--- src/rtl/imem_loader_if.sv ---
// Byte-stream in / IMEM write port out, plus load status, for the program loader.
interface imem_loader_if #(
  parameter int ADDR_W = 11
);
  logic              start;
  logic              in_valid;
  logic [7:0]        in_data;
  logic              in_ready;
  logic              we;
  logic [ADDR_W-1:0] waddr;
  logic [31:0]       wdata;
  logic              cpu_rst;
  logic              busy;
  logic              done;
  logic              err;
  logic [31:0]       last_pc;

  modport master (
    output start, in_valid, in_data,
    input  in_ready, we, waddr, wdata, cpu_rst, busy, done, err, last_pc
  );

  modport slave (
    input  start, in_valid, in_data,
    output in_ready, we, waddr, wdata, cpu_rst, busy, done, err, last_pc
  );
endinterface

--- src/rtl/imem_loader.sv ---
// Program loader: framed byte stream (word count, then words, MSB first) -> IMEM writes,
// holding the CPU in reset while loading or after a rejected image.
module imem_loader #(
  parameter int          ADDR_W    = 11,
  parameter logic [31:0] BASE_ADDR = 32'h0040_0000
) (
  input logic          i_clk_in,
  input logic          i_reset,
  imem_loader_if.slave io_ldr
);
  typedef enum logic [2:0] {S_IDLE, S_HDR, S_DATA, S_DONE, S_ERR} state_t;

  localparam logic [31:0] CAP_WORDS = 32'd1 << ADDR_W;

  state_t            r_state, w_nxt;
  logic [31:0]       r_cnt;
  logic [31:0]       r_word;
  logic [1:0]        r_bcnt;
  logic [ADDR_W:0]   r_widx;
  logic              r_we;
  logic [ADDR_W-1:0] r_waddr;
  logic [31:0]       r_wdata;
  logic              r_done;
  logic              r_err;
  logic [31:0]       r_last_pc;

  logic        w_busy, w_acc, w_byte4, w_last, w_over;
  logic [31:0] w_hdr, w_word, w_widx32;

  assign w_busy   = (r_state == S_HDR) || (r_state == S_DATA);
  assign w_acc    = io_ldr.in_valid && w_busy;
  assign w_byte4  = w_acc && (r_bcnt == 2'd3);
  assign w_hdr    = {r_cnt[23:0], io_ldr.in_data};
  assign w_word   = {r_word[23:0], io_ldr.in_data};
  assign w_widx32 = 32'(r_widx);
  // r_cnt is nonzero and <= capacity in DATA, so cnt-1 cannot underflow
  assign w_last   = (w_widx32 + 32'd1) == r_cnt;
  assign w_over   = w_hdr > CAP_WORDS;

  always_ff @(posedge i_clk_in or posedge i_reset) begin
    if (i_reset) r_state <= S_IDLE;
    else         r_state <= w_nxt;
  end

  always_comb begin
    w_nxt = r_state;
    unique case (r_state)
      S_IDLE, S_DONE, S_ERR: if (io_ldr.start) w_nxt = S_HDR;
      S_HDR: begin
        if (w_byte4) begin
          if (w_hdr == 32'd0) w_nxt = S_DONE;
          else if (w_over)    w_nxt = S_ERR;
          else                w_nxt = S_DATA;
        end
      end
      S_DATA:  if (w_byte4 && w_last) w_nxt = S_DONE;
      default: w_nxt = S_IDLE;
    endcase
  end

  always_ff @(posedge i_clk_in or posedge i_reset) begin
    if (i_reset) begin
      r_cnt     <= '0;
      r_word    <= '0;
      r_bcnt    <= '0;
      r_widx    <= '0;
      r_we      <= 1'b0;
      r_waddr   <= '0;
      r_wdata   <= '0;
      r_done    <= 1'b0;
      r_err     <= 1'b0;
      r_last_pc <= BASE_ADDR;
    end else begin
      r_we   <= 1'b0;
      r_done <= (w_nxt == S_DONE);
      r_err  <= (w_nxt == S_ERR);
      unique case (r_state)
        S_IDLE, S_DONE, S_ERR: begin
          if (io_ldr.start) begin
            r_cnt  <= '0;
            r_bcnt <= '0;
            r_widx <= '0;
          end
        end
        S_HDR: begin
          if (w_acc) begin
            r_cnt  <= w_hdr;
            r_bcnt <= r_bcnt + 2'd1;
          end
        end
        S_DATA: begin
          if (w_acc) begin
            r_word <= w_word;
            r_bcnt <= r_bcnt + 2'd1;
          end
          if (w_byte4) begin
            r_we      <= 1'b1;
            r_waddr   <= r_widx[ADDR_W-1:0];
            r_wdata   <= w_word;
            r_widx    <= r_widx + {{ADDR_W{1'b0}}, 1'b1};
            r_last_pc <= BASE_ADDR + (w_widx32 << 2);
          end
        end
        default: ;
      endcase
    end
  end

  assign io_ldr.in_ready = w_busy;
  assign io_ldr.we       = r_we;
  assign io_ldr.waddr    = r_waddr;
  assign io_ldr.wdata    = r_wdata;
  assign io_ldr.busy     = w_busy;
  assign io_ldr.done     = r_done;
  assign io_ldr.err      = r_err;
  assign io_ldr.last_pc  = r_last_pc;
  // a rejected image keeps the CPU parked until a later load succeeds
  assign io_ldr.cpu_rst  = i_reset || w_busy || r_err;
endmodule

--- src/flat_wrapper.sv ---
// flat-port wrapper written by rule: the top's interface ports become plain ports
module imem_loader_flat 
#(
  parameter int          ADDR_W    = 11,
  parameter logic [31:0] BASE_ADDR = 32'h0040_0000
)
  (i_clk_in, i_reset, io_ldr_start, io_ldr_in_valid, io_ldr_in_data, io_ldr_in_ready, io_ldr_we, io_ldr_waddr, io_ldr_wdata, io_ldr_cpu_rst, io_ldr_busy, io_ldr_done, io_ldr_err, io_ldr_last_pc);
  imem_loader_if #(.ADDR_W(ADDR_W)) io_ldr_i ();
  input logic i_clk_in;
  input logic i_reset;
  input wire logic [$bits(io_ldr_i.start)-1:0] io_ldr_start;
  input wire logic [$bits(io_ldr_i.in_valid)-1:0] io_ldr_in_valid;
  input wire logic [$bits(io_ldr_i.in_data)-1:0] io_ldr_in_data;
  output wire logic [$bits(io_ldr_i.in_ready)-1:0] io_ldr_in_ready;
  output wire logic [$bits(io_ldr_i.we)-1:0] io_ldr_we;
  output wire logic [$bits(io_ldr_i.waddr)-1:0] io_ldr_waddr;
  output wire logic [$bits(io_ldr_i.wdata)-1:0] io_ldr_wdata;
  output wire logic [$bits(io_ldr_i.cpu_rst)-1:0] io_ldr_cpu_rst;
  output wire logic [$bits(io_ldr_i.busy)-1:0] io_ldr_busy;
  output wire logic [$bits(io_ldr_i.done)-1:0] io_ldr_done;
  output wire logic [$bits(io_ldr_i.err)-1:0] io_ldr_err;
  output wire logic [$bits(io_ldr_i.last_pc)-1:0] io_ldr_last_pc;
  assign io_ldr_i.start = io_ldr_start;
  assign io_ldr_i.in_valid = io_ldr_in_valid;
  assign io_ldr_i.in_data = io_ldr_in_data;
  assign io_ldr_in_ready = io_ldr_i.in_ready;
  assign io_ldr_we = io_ldr_i.we;
  assign io_ldr_waddr = io_ldr_i.waddr;
  assign io_ldr_wdata = io_ldr_i.wdata;
  assign io_ldr_cpu_rst = io_ldr_i.cpu_rst;
  assign io_ldr_busy = io_ldr_i.busy;
  assign io_ldr_done = io_ldr_i.done;
  assign io_ldr_err = io_ldr_i.err;
  assign io_ldr_last_pc = io_ldr_i.last_pc;
  imem_loader #(.ADDR_W(ADDR_W), .BASE_ADDR(BASE_ADDR)) u_core (.i_clk_in(i_clk_in), .i_reset(i_reset), .io_ldr(io_ldr_i));
endmodule
--- config.mk ---
export PLATFORM = sky130hd
export DESIGN_NAME = imem_loader_flat
export DESIGN_NICKNAME = d
export VERILOG_FILES = /design/src/rtl/imem_loader_if.sv /design/src/rtl/imem_loader.sv /design/src/flat_wrapper.sv
export SDC_FILE = /design/constraint.sdc
export NUM_CORES = 1
export LEC_CHECK = 0
export ABC_AREA = 1
export BUFFER_PORTS_ARGS = -buffer_cell sky130_fd_sc_hd__buf_2
export CORE_MARGIN = 2
export CORE_UTILIZATION = 49
export CTS_CLUSTER_DIAMETER = 30
export DETAILED_ROUTE_END_ITERATION = 10
export GPL_ROUTABILITY_DRIVEN = 0
export PLACE_DENSITY = 0.8
export SLEW_MARGIN = 20
export SYNTH_ARGS = -nofsm -noshare
export SYNTH_HDL_FRONTEND = slang
export SYNTH_SLANG_ARGS = --single-unit
export TNS_END_PERCENT = 1
--- constraint.sdc ---
create_clock -name i_clk_in -period 4.9 [get_ports i_clk_in]
set_input_delay 0.49 -clock i_clk_in [delete_from_list [all_inputs] [get_ports i_clk_in]]
set_output_delay 0.49 -clock i_clk_in [all_outputs]
set_load 0.005 [all_outputs]
==> results.toml <==
[sta]
worst_pin_slew_ps = 946
min_period_ps = 2990
fin_worst_skew_ps = 8.44
setup_viol = 0
relSlewSlack_pct = 36.8
slew_violations = 0
fin_ws_ps = 1910
holdWs_ps = 238
fmax_mhz = 335
hold_viol = 0
rsz0062_at_grt = "false"
fin_crit_sh_pct = 60.9
tns_ps = 0

[layout]
finish.net_count = 730
area_growth_pct = 16.8
n_antenna_cell = 0
final_cells = 869
fin_util_pct = 59.0
drive_above_1_share_pct = 15.4

[yosys]
seq_area_frac_synth_pct = 54.4
netlist_instances = 660
synth_area_um2 = 5520
syn_avg_cell_area_um2 = 8.37
ys_top_cells_by_area = "dfrtp_1 (54%), nand2_1 (9.9%), o21ai_0 (9.9%)"
ys_ff_latch = 120
ys_types = 28
synth.top_cell.area_share_pct = 54.4
yosysWarningCount = 0
yosys.area.top_type = "dfrtp_1"

[worst_setup_path]
critical_path_class = "reg2reg"
crit_start = "u_core.r_state[1]$_DFF_PP0_"
crit_buf_inv = 2
path_delay_family = "compound AO/OA/AOI/OAI gates"
start_kind = "flop"
cp.required_ps = 5150
cp.arrival_ps = 3240
critPathMaxStageDelay_ps = 820
r2r_start = "u_core.r_state[1]$_DFF_PP0_"
crit_path_end_kind = "flop"
critical_path.cell_chain = "inv_1, nor2_1, nand2_1, nor2_4, nand2_2, buf_4, a21boi_1, o21ai_0"
cp_max_fo = 91
critical_path.slowest_cell = "a21boi_1"

[clocking]
hold_buffers = 0
htreeDepth = 4
cts_resized = 0
cts_inserted_buffers = 17
clock-root-buffer = "clkbuf_16"
cts_setup_buffers = 0
cts_tree = "built"
clockBufferDepth = 2
clk_pin_slew_ps = 60
clkLatencyLatePin_ps = 410
cts_sinks = 120

[floorplanning]
core_area_um2 = 10900
rows = 38
ios = 93
die-area_um2 = 12100
die_h_um = 110
initial_core_util_pct = 50.5
die-width_um = 110

[route]
vias = 4576
routed_wl_mm = 12.6
drt_first_pass_iters = 6
via_per_inst = 5.27
post_drt_wl_per_cell_um = 14.5
drt_iter0_markers = 413
ant_nets = 0
drc = 0

[job]
drv_cap = 0

[global_routing]
grt_usage_pct = 22.5
grt_pass1_vias = 4318
antenna_found_initial = 0
grt_pass1_wl_mm = 21.1
grt_max_degree = 92
grt_overflow_total = 0

[place]
post-place-ws_ps = 1950
place_hpwl_mm = 8.44
io_buffers = 72
dp.cells = 837

[pwr]
pwr_density_cell_nw_per_um2 = 494
irDropWorstVdd_mv = 0.274
p_leak_nw = 3.28

[min_path]
hp-class = "in2async"

[run_status]
outcome = "finished, final reports clean"
flip-flops by register name, indices dropped and copies added, names as in the netlist:
name	flops
u_core.r_state	3
u_core.r_widx	12
u_core.io_ldr.err	1
u_core.r_cnt	32
u_core.io_ldr.we	1
u_core.io_ldr.last_pc	2
u_core.io_ldr.waddr	10
u_core.r_word	24
u_core.io_ldr.done	1
u_core.io_ldr.wdata	32
u_core.r_bcnt	2
placed cells by master, fill, tap and decap left out:
cell and n:
buf_2 72, o22ai_1 5, dfrtp_1 120, a21oi_2 1
a21boi_1 1, ha_1 2, a21oi_4 1, nor2_1 30
o21bai_1 1, inv_6 2, clkinvlp_4 2, nand3_1 71
nand4_1 12, nor2_4 1, or2_4 1, clkinv_4 1
clkbuf_16 17, clkinv_2 3, nand2_1 146, nor3_1 4
and3b_1 1, xnor2_1 1, o21ai_0 109, o21ai_2 1
conb_1 20, clkbuf_1 2, nand2_2 1, o21a_1 1
bufinv_16 5, inv_1 87, buf_4 3, a21oi_1 4
clkbuf_8 1
power breakdown:
part	internal, W	switching (W)	leakage (nW)
sequential	0.00112	0.0000918	1.59
clock	0.000914	0.000440	0.310
combinational	0.000188	0.000429	1.38
kinds of logic after synthesis:
| logic type | count (synthesis) | share of synthesized area [%] |
|---|---|---|
| flip-flops | 120 | 54.4 |
| XOR/XNOR | 1 | 0.159 |
| AND/OR/NAND/NOR | 267 | 20.8 |
| AO/OA/AOI/OAI | 124 | 11.8 |
| buffers and inverters | 144 | 12.3 |
| adder cells (fa/ha/maj) | 2 | 0.453 |
| other | 2 | 0.136 |
layout make-up:
| cell class | count | area (um2) |
|---|---|---|
| clock buffer | 20 | 447 |
| clock inverter | 12 | 198 |
| fill | 903 | 4490 |
| inverter | 88 | 335 |
| multi-input combinational | 414 | 1910 |
| sequential | 120 | 3000 |
| tap | 140 | 175 |
| timing repair buffer | 75 | 383 |
path summary, 6_finish.rpt:
check                                                 endpoint  slack, ps  cells after the start
setup reg to reg                 u_core.r_widx[11]$_DFFE_PP0P_       1910                      8
setup / recovery                 u_core.r_widx[11]$_DFFE_PP0P_       1910                      8
hold / removal                    u_core.r_bcnt[0]$_DFFE_PP0P_        240                      2
max in group asynchronous   u_core.io_ldr.wdata[9]$_DFFE_PP0P_       3730                      3
hold reg to reg            u_core.io_ldr.wdata[30]$_DFFE_PP0P_        480                      2
min in group i_clk_in              u_core.r_cnt[1]$_DFFE_PP0P_        350                      3
routing by layer:
metal	track usage (%)	routed length (um)
met1	31.9	5590
met2	34.4	5860
met3	5.29	891
met4	7.23	217
met5	0	0
cells in the mapped netlist:
master / instances
clkbuf_1: 13
nor2_4: 1
o21a_1: 1
inv_1: 88
or2_4: 1
conb_1: 2
o21ai_2: 1
nor2_1: 30
o21bai_1: 1
buf_2: 4
o21ai_0: 109
buf_4: 35
o22ai_1: 5
ha_1: 2
clkbuf_2: 2
a21oi_1: 4
a21oi_2: 1
nand2_1: 146
nand4_1: 12
nand3_1: 71
a21oi_4: 1
buf_1: 2
nand2_2: 1
nor3_1: 4
dfrtp_1: 120
a21boi_1: 1
xnor2_1: 1
and3b_1: 1
stage by stage:
step           instance area, um2  total power [W]
2_1_floorplan                5590          0.00170
3_3_place_gp                 5800          0.00181
3_5_place_dp                 5800          0.00183
4_1_cts                      6450          0.00318
5_1_grt                      6450          0.00335
6_report                     6450          0.00319
Power figures use the tool's default switching activity.
